## src/rtl/alu_mem_demux_pkg.sv

```systemverilog
// Shared definitions for the ALU / memory operand demultiplexer.
// Default widths and the branch-select encoding used on dmx.
package alu_mem_demux_pkg;

  localparam int DATA_W = 32;
  localparam int CNT_W  = 8;

  typedef enum logic {
    SEL_ALU = 1'b0,
    SEL_MEM = 1'b1
  } sel_e;

endpackage

```

## src/rtl/alu_mem_demux_if.sv

```systemverilog
// Bus between the first pipeline buffer / controller and the demux.
// master: the producer side (drives select, valid and data, observes results).
// slave:  the demux itself.
interface alu_mem_demux_if #(
  parameter int DATA_W = alu_mem_demux_pkg::DATA_W,
  parameter int CNT_W  = alu_mem_demux_pkg::CNT_W
) ();
  import alu_mem_demux_pkg::*;

  sel_e              dmx;
  logic              in_valid;
  logic [DATA_W-1:0] data_in;
  logic [DATA_W-1:0] out_alu;
  logic              out_alu_valid;
  logic [DATA_W-1:0] out_mem;
  logic              out_mem_valid;
  logic [CNT_W-1:0]  alu_count;
  logic [CNT_W-1:0]  mem_count;

  modport master (
    output dmx, in_valid, data_in,
    input  out_alu, out_alu_valid, out_mem, out_mem_valid, alu_count, mem_count
  );

  modport slave (
    input  dmx, in_valid, data_in,
    output out_alu, out_alu_valid, out_mem, out_mem_valid, alu_count, mem_count
  );

endinterface

```

## src/rtl/alu_mem_demux_sat_counter.sv

```systemverilog
// Saturating up-counter: counts inc pulses, sticks at all-ones, never wraps.
module sat_counter #(
  parameter int CNT_W = alu_mem_demux_pkg::CNT_W
) (
  input  logic             clk,
  input  logic             rst,
  input  logic             inc,
  output logic [CNT_W-1:0] count
);

  logic [CNT_W-1:0] count_reg;

  // Increment on request unless already saturated.
  always_ff @(posedge clk or posedge rst) begin
    if (rst) begin
      count_reg <= '0;
    end else if (inc && (count_reg != {CNT_W{1'b1}})) begin
      count_reg <= count_reg + 1'b1;
    end
  end

  assign count = count_reg;

endmodule

```

## src/rtl/alu_mem_demux.sv

```systemverilog
// Registered 1-to-2 demux routing buffered operand A to the ALU or the
// data-memory address path, with per-branch valid strobes and saturating
// transfer counters.
// Optional feature macro: ALU_MEM_DEMUX_HOLD_EN -- when defined the
// unselected data output keeps its last value; otherwise any data output
// whose valid goes low is cleared to 0.
module alu_mem_demux #(
  parameter int DATA_W = alu_mem_demux_pkg::DATA_W,
  parameter int CNT_W  = alu_mem_demux_pkg::CNT_W
) (
  input  logic          clk,
  input  logic          rst,
  alu_mem_demux_if.slave bus
);
  import alu_mem_demux_pkg::*;

  logic [DATA_W-1:0] out_alu_reg;
  logic [DATA_W-1:0] out_mem_reg;
  logic              alu_valid_reg;
  logic              mem_valid_reg;

  // dmx only matters when qualified by in_valid.
  logic take_alu;
  logic take_mem;
  assign take_alu = bus.in_valid && (bus.dmx == SEL_ALU);
  assign take_mem = bus.in_valid && (bus.dmx == SEL_MEM);

  // Valid strobes: at most one branch can be selected per transfer.
  always_ff @(posedge clk or posedge rst) begin
    if (rst) begin
      alu_valid_reg <= 1'b0;
      mem_valid_reg <= 1'b0;
    end else begin
      alu_valid_reg <= take_alu;
      mem_valid_reg <= take_mem;
    end
  end

`ifdef ALU_MEM_DEMUX_HOLD_EN
  // Data registers load only on their own transfer; stale value otherwise.
  always_ff @(posedge clk or posedge rst) begin
    if (rst) begin
      out_alu_reg <= '0;
      out_mem_reg <= '0;
    end else begin
      if (take_alu) out_alu_reg <= bus.data_in;
      if (take_mem) out_mem_reg <= bus.data_in;
    end
  end
`else
  // Data registers are zero whenever their valid is low.
  always_ff @(posedge clk or posedge rst) begin
    if (rst) begin
      out_alu_reg <= '0;
      out_mem_reg <= '0;
    end else begin
      out_alu_reg <= take_alu ? bus.data_in : '0;
      out_mem_reg <= take_mem ? bus.data_in : '0;
    end
  end
`endif

  sat_counter #(.CNT_W(CNT_W)) u_alu_cnt (
    .clk   (clk),
    .rst   (rst),
    .inc   (take_alu),
    .count (bus.alu_count)
  );

  sat_counter #(.CNT_W(CNT_W)) u_mem_cnt (
    .clk   (clk),
    .rst   (rst),
    .inc   (take_mem),
    .count (bus.mem_count)
  );

  assign bus.out_alu       = out_alu_reg;
  assign bus.out_mem       = out_mem_reg;
  assign bus.out_alu_valid = alu_valid_reg;
  assign bus.out_mem_valid = mem_valid_reg;

endmodule

```

## src/flat_wrapper.sv

```systemverilog
// flat-port wrapper written by rule: the top's interface ports become plain ports
module alu_mem_demux_flat import alu_mem_demux_pkg::*;
#(
  parameter int DATA_W = alu_mem_demux_pkg::DATA_W,
  parameter int CNT_W  = alu_mem_demux_pkg::CNT_W
)
  (clk, rst, bus_dmx, bus_in_valid, bus_data_in, bus_out_alu, bus_out_alu_valid, bus_out_mem, bus_out_mem_valid, bus_alu_count, bus_mem_count);
  alu_mem_demux_if #(.DATA_W(DATA_W), .CNT_W(CNT_W)) bus_i ();
  input  logic clk;
  input  logic rst;
  input wire logic [$bits(bus_i.dmx)-1:0] bus_dmx;
  input wire logic [$bits(bus_i.in_valid)-1:0] bus_in_valid;
  input wire logic [$bits(bus_i.data_in)-1:0] bus_data_in;
  output wire logic [$bits(bus_i.out_alu)-1:0] bus_out_alu;
  output wire logic [$bits(bus_i.out_alu_valid)-1:0] bus_out_alu_valid;
  output wire logic [$bits(bus_i.out_mem)-1:0] bus_out_mem;
  output wire logic [$bits(bus_i.out_mem_valid)-1:0] bus_out_mem_valid;
  output wire logic [$bits(bus_i.alu_count)-1:0] bus_alu_count;
  output wire logic [$bits(bus_i.mem_count)-1:0] bus_mem_count;
  assign bus_i.dmx = bus_dmx;
  assign bus_i.in_valid = bus_in_valid;
  assign bus_i.data_in = bus_data_in;
  assign bus_out_alu = bus_i.out_alu;
  assign bus_out_alu_valid = bus_i.out_alu_valid;
  assign bus_out_mem = bus_i.out_mem;
  assign bus_out_mem_valid = bus_i.out_mem_valid;
  assign bus_alu_count = bus_i.alu_count;
  assign bus_mem_count = bus_i.mem_count;
  alu_mem_demux #(.DATA_W(DATA_W), .CNT_W(CNT_W)) u_core (.clk(clk), .rst(rst), .bus(bus_i));
endmodule
```

## config.mk

```make
export PLATFORM = sky130hd
export DESIGN_NAME = alu_mem_demux_flat
export DESIGN_NICKNAME = d
export VERILOG_FILES = /design/src/rtl/alu_mem_demux_pkg.sv /design/src/rtl/alu_mem_demux_if.sv /design/src/rtl/alu_mem_demux_sat_counter.sv /design/src/rtl/alu_mem_demux.sv /design/src/flat_wrapper.sv
export SDC_FILE = /design/constraint.sdc
export NUM_CORES = 1
export LEC_CHECK = 0
export BUFFER_PORTS_ARGS = -buffer_cell sky130_fd_sc_hd__buf_2
export CAP_MARGIN = 15
export CORE_ASPECT_RATIO = 1.4
export CORE_MARGIN = 10
export CORE_UTILIZATION = 40
export CTS_BUF_LIST = sky130_fd_sc_hd__clkbuf_4
export DETAILED_ROUTE_END_ITERATION = 10
export PLACE_DENSITY_LB_ADDON = 0.05
export SLEW_MARGIN = 10
export SYNTH_ARGS = -nofsm -noshare
export SYNTH_HDL_FRONTEND = slang
export SYNTH_SLANG_ARGS = --single-unit
```

## constraint.sdc

```tcl
create_clock -name clk -period 3.4 [get_ports clk]
set_input_delay 0.51 -clock clk [delete_from_list [all_inputs] [get_ports clk]]
set_output_delay 0.51 -clock clk [all_outputs]
set_load 0.05 [all_outputs]
```

# Yosys cells after proc, flatten, opt, wreduce, memory -nomap -nowiden
# Index checks and enable logic that the tools add are counted.
# totals
ff_bits,82
in_bits,36
out_inout_bits,82
elab_cells,17
# op_classes
add_sub_neg,2
eq_ne,2
mux,2
bitwise_logic,1
reduce_logical,4
# op_table
op,count
$mux 32,2
$add 8x1->8 const B,2
$ne 8x8->1 const B,2
$logic_and 1x1->1,4
$not 1->1,1

# Logic depth before layout (Yosys ltp)
# depth
depth_word,3
mapped_depth,5

# Cells and area by module
# From an unflattened synthesis, not the netlist that was laid out.
# unflattened
hier_cells,223
area_unflattened_um2,3119.2
# by_module_without_submodules
mod,n_inst,cells_each,area_per_inst_um2,seq_area_each_um2
alu_mem_demux,1,147,2280.9,1651.6
sat_counter,2,38,419.2,200.2

# Worst setup path after synthesis
# No wires, ideal clock.
# synth_path
kind,register to register
start,"reg u_core.u_alu_cnt.count_reg[0], in the netlist u_core.u_alu_cnt.count[0]"
end,"reg u_core.u_alu_cnt.count_reg[1], in the netlist u_core.u_alu_cnt.count[1]"
setup_time_ns,0.125
t_arrival_ns,1.776
required_time_ns,3.275
path_slack_ns,1.499
stages_incl_launch_ff,5
n_path_buf,0
synth_period_minus_slack_ns,1.901
path_cell_list,dfrtp_1 > ha_1 > nand3_1 > o21ai_0 > mux2_2
# synth_between
elab_chain_cells,2
elab_cells_between_ends,3
classes_between,1 x add/sub; 1 x eq/ne; 1 x reduce/logical
# synth_lines
element,line_no,source
"start, declared",alu_mem_demux_sat_counter.sv:11,logic [CNT_W-1:0] count_reg;
"start signal, assigned",alu_mem_demux_sat_counter.sv:18,count_reg <= count_reg + 1'b1;
"parallel branches: the longest is 2 deep, another holds $add 8x1->8",--,
# Parallel ways; which one is timed is not known.
# A chain may end at the register's enable or synchronous reset.

# Final worst setup path
# layout_path
start,in bus_in_valid
end,"reg u_core.u_alu_cnt.count_reg[7], in the netlist u_core.u_alu_cnt.count[7]"
# layout_between
elab_chain_cells,2
# layout_lines
element,line_no,source
"start, declared",flat_wrapper.sv:12,input wire logic [$bits(bus_i.in_valid)-1:0] bus_in_valid;
$logic_and 1x1->1,alu_mem_demux.sv:25,assign take_alu = bus.in_valid && (bus.dmx == SEL_ALU);
$logic_and 1x1->1,alu_mem_demux_sat_counter.sv:17,end else if (inc && (count_reg != {CNT_W{1'b1}})) begin
# No other way between the ends.

==> reports/summary.md <==
The flow ran to the end, and the final reports show no timing, DRC or antenna violations. The number of synthesized register bits was 82. The post-place instance area is 3588 µm², and the per-cell via count in the routed design is 4.647. Summing over every cut layer, the via total after detailed routing is 2017. The logs give 0 for the total count of max-transition violations in the final report and 0 for the number of endpoints with negative hold slack in the final report. The clock root buffer was sky130_fd_sc_hd__clkbuf_4.

In this run the worst path has a maximum fanout of 37. Once detailed placement completed, the half-perimeter wirelength came to 5366 µm. The logs give 82 for the number of sinks on the clock net and 215 for the cell count after synthesis. Among all cell types in the netlist, the one instantiated most often is sky130_fd_sc_hd__dfrtp_1.

The run gives 2234 as the number of global-route vias before repair. Among all flip-flop cells after synthesis, the most frequent one is sky130_fd_sc_hd__dfrtp_1. The overall die area was 11100 µm². TritonCTS built the clock tree. Once the clock tree was built, the resizer swapped 0 gates to a different size. In this run the deepest clock path goes through 2 buffers.

For this run, the slowest stage of the critical path takes 0.43 ns. The critical path contains buffers and inverters numbering 2 combined. Across every metal layer, demand over resource in global routing totals 13.55%. For the TritonCTS buffer count, the log shows 9. The Yosys step of the flow raised 0 warnings.

In the routed design, unresolved DRC markers number 0. The signal on the critical path passes through buf_2 > nor2b_2 > buf_4 > nand4_4 > nor3_2 > mux2_1. In this run the critical register-to-register path is launched from u_core.u_alu_cnt.count[0]. The worst setup path is launched from an input port. The initial antenna violation count is 0. The tools report the net count after synthesis as 253. Summing the sequential cell areas from Yosys gives 70.78% of the chip area. The worst register-to-register path has a setup slack of 1.68 ns. The worst flop-to-flop path endpoint is u_core.u_alu_cnt.count[1]. Number of hold buffers added after cts: 0. The total negative slack came out at 0 ns. For this run the aggregate overflow at the end of global routing stands at 0.

Routability-driven placement finished with a final weighted congestion of 0.7157. The depth of the worst register-to-register path came out at 4. The class of the worst hold path is input port to asynchronous set/reset pin. The average wire per standard cell is 16.92 µm.

Launching element of the worst setup path: bus_in_valid. Once routing completed, OpenROAD measured the worst setup slack at 1.523 ns. Of all cell types, the one taking the most synthesized area is sky130_fd_sc_hd__dfrtp_1.

Measured along the x axis, the die boundary spans 91.95 µm. Post-synthesis instance area: 2899 µm². At the placement stage, the worst setup path has a slack of 1.044 ns.

Entering global routing, the biggest net connects 42 pins. For the first-pass GRT wire length, the log shows 11820 µm. After synthesis, the mean cell area works out to 13.48 µm². The fraction of layout cells with a size suffix above 1 came out at 42.48%. Grouping stages by cell kind, the critical path spends the most delay in buffers and inverters. The count of cell types in the netlist came out at 25.

Portion of the clock cycle consumed by the worst path in the final layout: 55.19%. The height of the die came out at 120.7 µm. Slowest stage cell on the critical path: sky130_fd_sc_hd__buf_2.

Post-CTS timing repair inserted 0 buffers for setup. Max-cap violations in this run came to 0. The post-synthesis to final-layout area growth was 27.75%; the share of flip-flops with an asynchronous set or reset was 100.0%. The total setup violations reported at the end of the flow was 0; the minimum period implied by the final worst setup slack was 1.877 ns. Across the VDD grid, the largest voltage drop is 0.0004702 V. The detailed router finished its first iteration with 90 violations. The data required time of the critical path was 3.71 ns.

The number of ports placed on the die boundary is 118, and the starting density of the core is 41.26%. The logs give 0.41 ns for the clock latency of the later-clocked register in the worst-skew pair and 374 for the number of nets in the layout. Setup repair after global routing left no endpoint under its margin. The quantity of I/O buffers inserted on ports works out to 117. The leakage power summed over all cells came out at 2.143 nW. The highest achievable clock rate is 532.9 MHz. Clock-pin slew was measured on the worst setup and hold paths at 0.12 ns. Sort of element at the end of the critical path: a flip-flop. The number of levels the H-tree was split into is 3, and the largest clock skew in the final design is 0.007454 ns. The actual slew at the worst max-slew pin is 0.6995 ns. The worst setup path is of the input port to flip-flop kind. For the final instance area, the log shows 3704 µm². 0 antenna diodes ended up in the layout. The area of the placeable core was 7027 µm²; the power density of the placed cells was 645.0 nW/µm².

The first TritonRoute pass finished after 4 iterations. The number of flops mapped to enable cells by yosys came out at 0. The commonest cells after synthesis are 82 x sky130_fd_sc_hd__dfrtp_1, 34 x sky130_fd_sc_hd__and3_1, 32 x sky130_fd_sc_hd__and2_1, 9 x sky130_fd_sc_hd__clkbuf_1, 8 x sky130_fd_sc_hd__nand2_1. Measured against its own limit, the worst slew margin works out to 53.31%.

STA puts the critical path data arrival time at 2.18 ns. Yosys attributes the largest share of cell area to sky130_fd_sc_hd__dfrtp_1 71%, sky130_fd_sc_hd__and3_1 7.3%, sky130_fd_sc_hd__and2_1 6.9%, sky130_fd_sc_hd__mux2_2 1.9%, sky130_fd_sc_hd__clkbuf_1 1.2%. After synthesis, the largest area contributor takes up 70.78% of total cell area. In this run the remaining antenna-violating nets after routing total 0. Summed over all layers, the routed wires come to 7342 µm. The row count was 36.
stage by stage:
stage | utilization, % | instances | power, mW | hold slack (ns)
after CTS | 52.71 | 434 | 2.429 | 0.1554
after global placement | 51.07 | 420 | 1.911 | 0.5149
after floorplan | - | 215 | 1.711 | 0.6386
after global routing | 52.71 | 434 | 2.526 | 0.1899
final | 52.71 | 434 | 2.389 | 0.1672
after detailed placement | 51.07 | 420 | 1.915 | 0.5097
placed cells by master (no fill, tap or decap), drive strengths merged, types with 4 or more instances in the layout:
| cell type | Yosys | final |
|---|---|---|
| a21oi | 4 | 4 |
| and2 | 32 | 32 |
| and3 | 34 | 34 |
| buf | 1 | 120 |
| clkbuf | 9 | 9 |
| clkinv | 0 | 5 |
| dfrtp | 82 | 82 |
| mux2 | 7 | 7 |
| nand2 | 8 | 8 |
| nand3 | 6 | 6 |
| nand4 | 4 | 4 |
| nor2 | 6 | 6 |
| nor3 | 4 | 4 |
worst register-to-register path, delay by kind of cell (launching register included):
| family | cells | cell delay [ns] |
|---|---|---|
| compound gates | 1 | 0.36 |
| fa+ha+maj | 1 | 0.23 |
| flops | 1 | 0.49 |
| mux | 1 | 0.38 |
| simple gates | 1 | 0.17 |
area by class of cell:
type	instances	area (µm²)
fill	680	3323
tap	95	118.9
inverter	3	12.51
sequential	82	2052
timing repair buffer	120	608.1
clock inverter	5	47.55
clock buffer	9	67.56
multi-input combinational	120	797.0
power by group:
part | internal [mW] | leakage, nW | total, mW | switching [mW]
clock network | 0.210 | 0.0665 | 0.507 | 0.298
registers | 1.08 | 1.09 | 1.19 | 0.116
logic | 0.170 | 0.991 | 0.690 | 0.520
total | 1.45 | 2.14 | 2.39 | 0.934
logic make-up after synthesis:
logic type	count (synthesis)	share of synthesized area, %
AO/OA/AOI/OAI	7	1.424
adder cells (fa/ha/maj)	2	0.8630
XOR/XNOR	6	1.813
multiplexers	7	2.719
flip-flops	82	70.78
buffers and inverters	13	1.813
AND/OR/NAND/NOR	98	20.59
routing by layer:
metal	routed length, µm	GRT usage (%)	share of wire (%)
met3	564	4.954	7.7
met1	2963	15.28	40
met5	0	0	0
met4	97	6.093	1.3
met2	3716	22.39	51
worst max path at each step:
stage          slack (ns)  cells past startpoint                         to
2_1_floorplan        0.78                      1      u_core.bus.out_alu[0]
3_3_place_gp         1.10                      6  u_core.u_alu_cnt.count[7]
3_5_place_dp         1.04                      6  u_core.u_alu_cnt.count[7]
4_1_cts              1.51                      6  u_core.u_alu_cnt.count[7]
5_1_grt              1.36                      6  u_core.u_alu_cnt.count[7]
6_report             1.52                      6  u_core.u_alu_cnt.count[7]
Note: power is estimated with default switching activity, not from simulation.
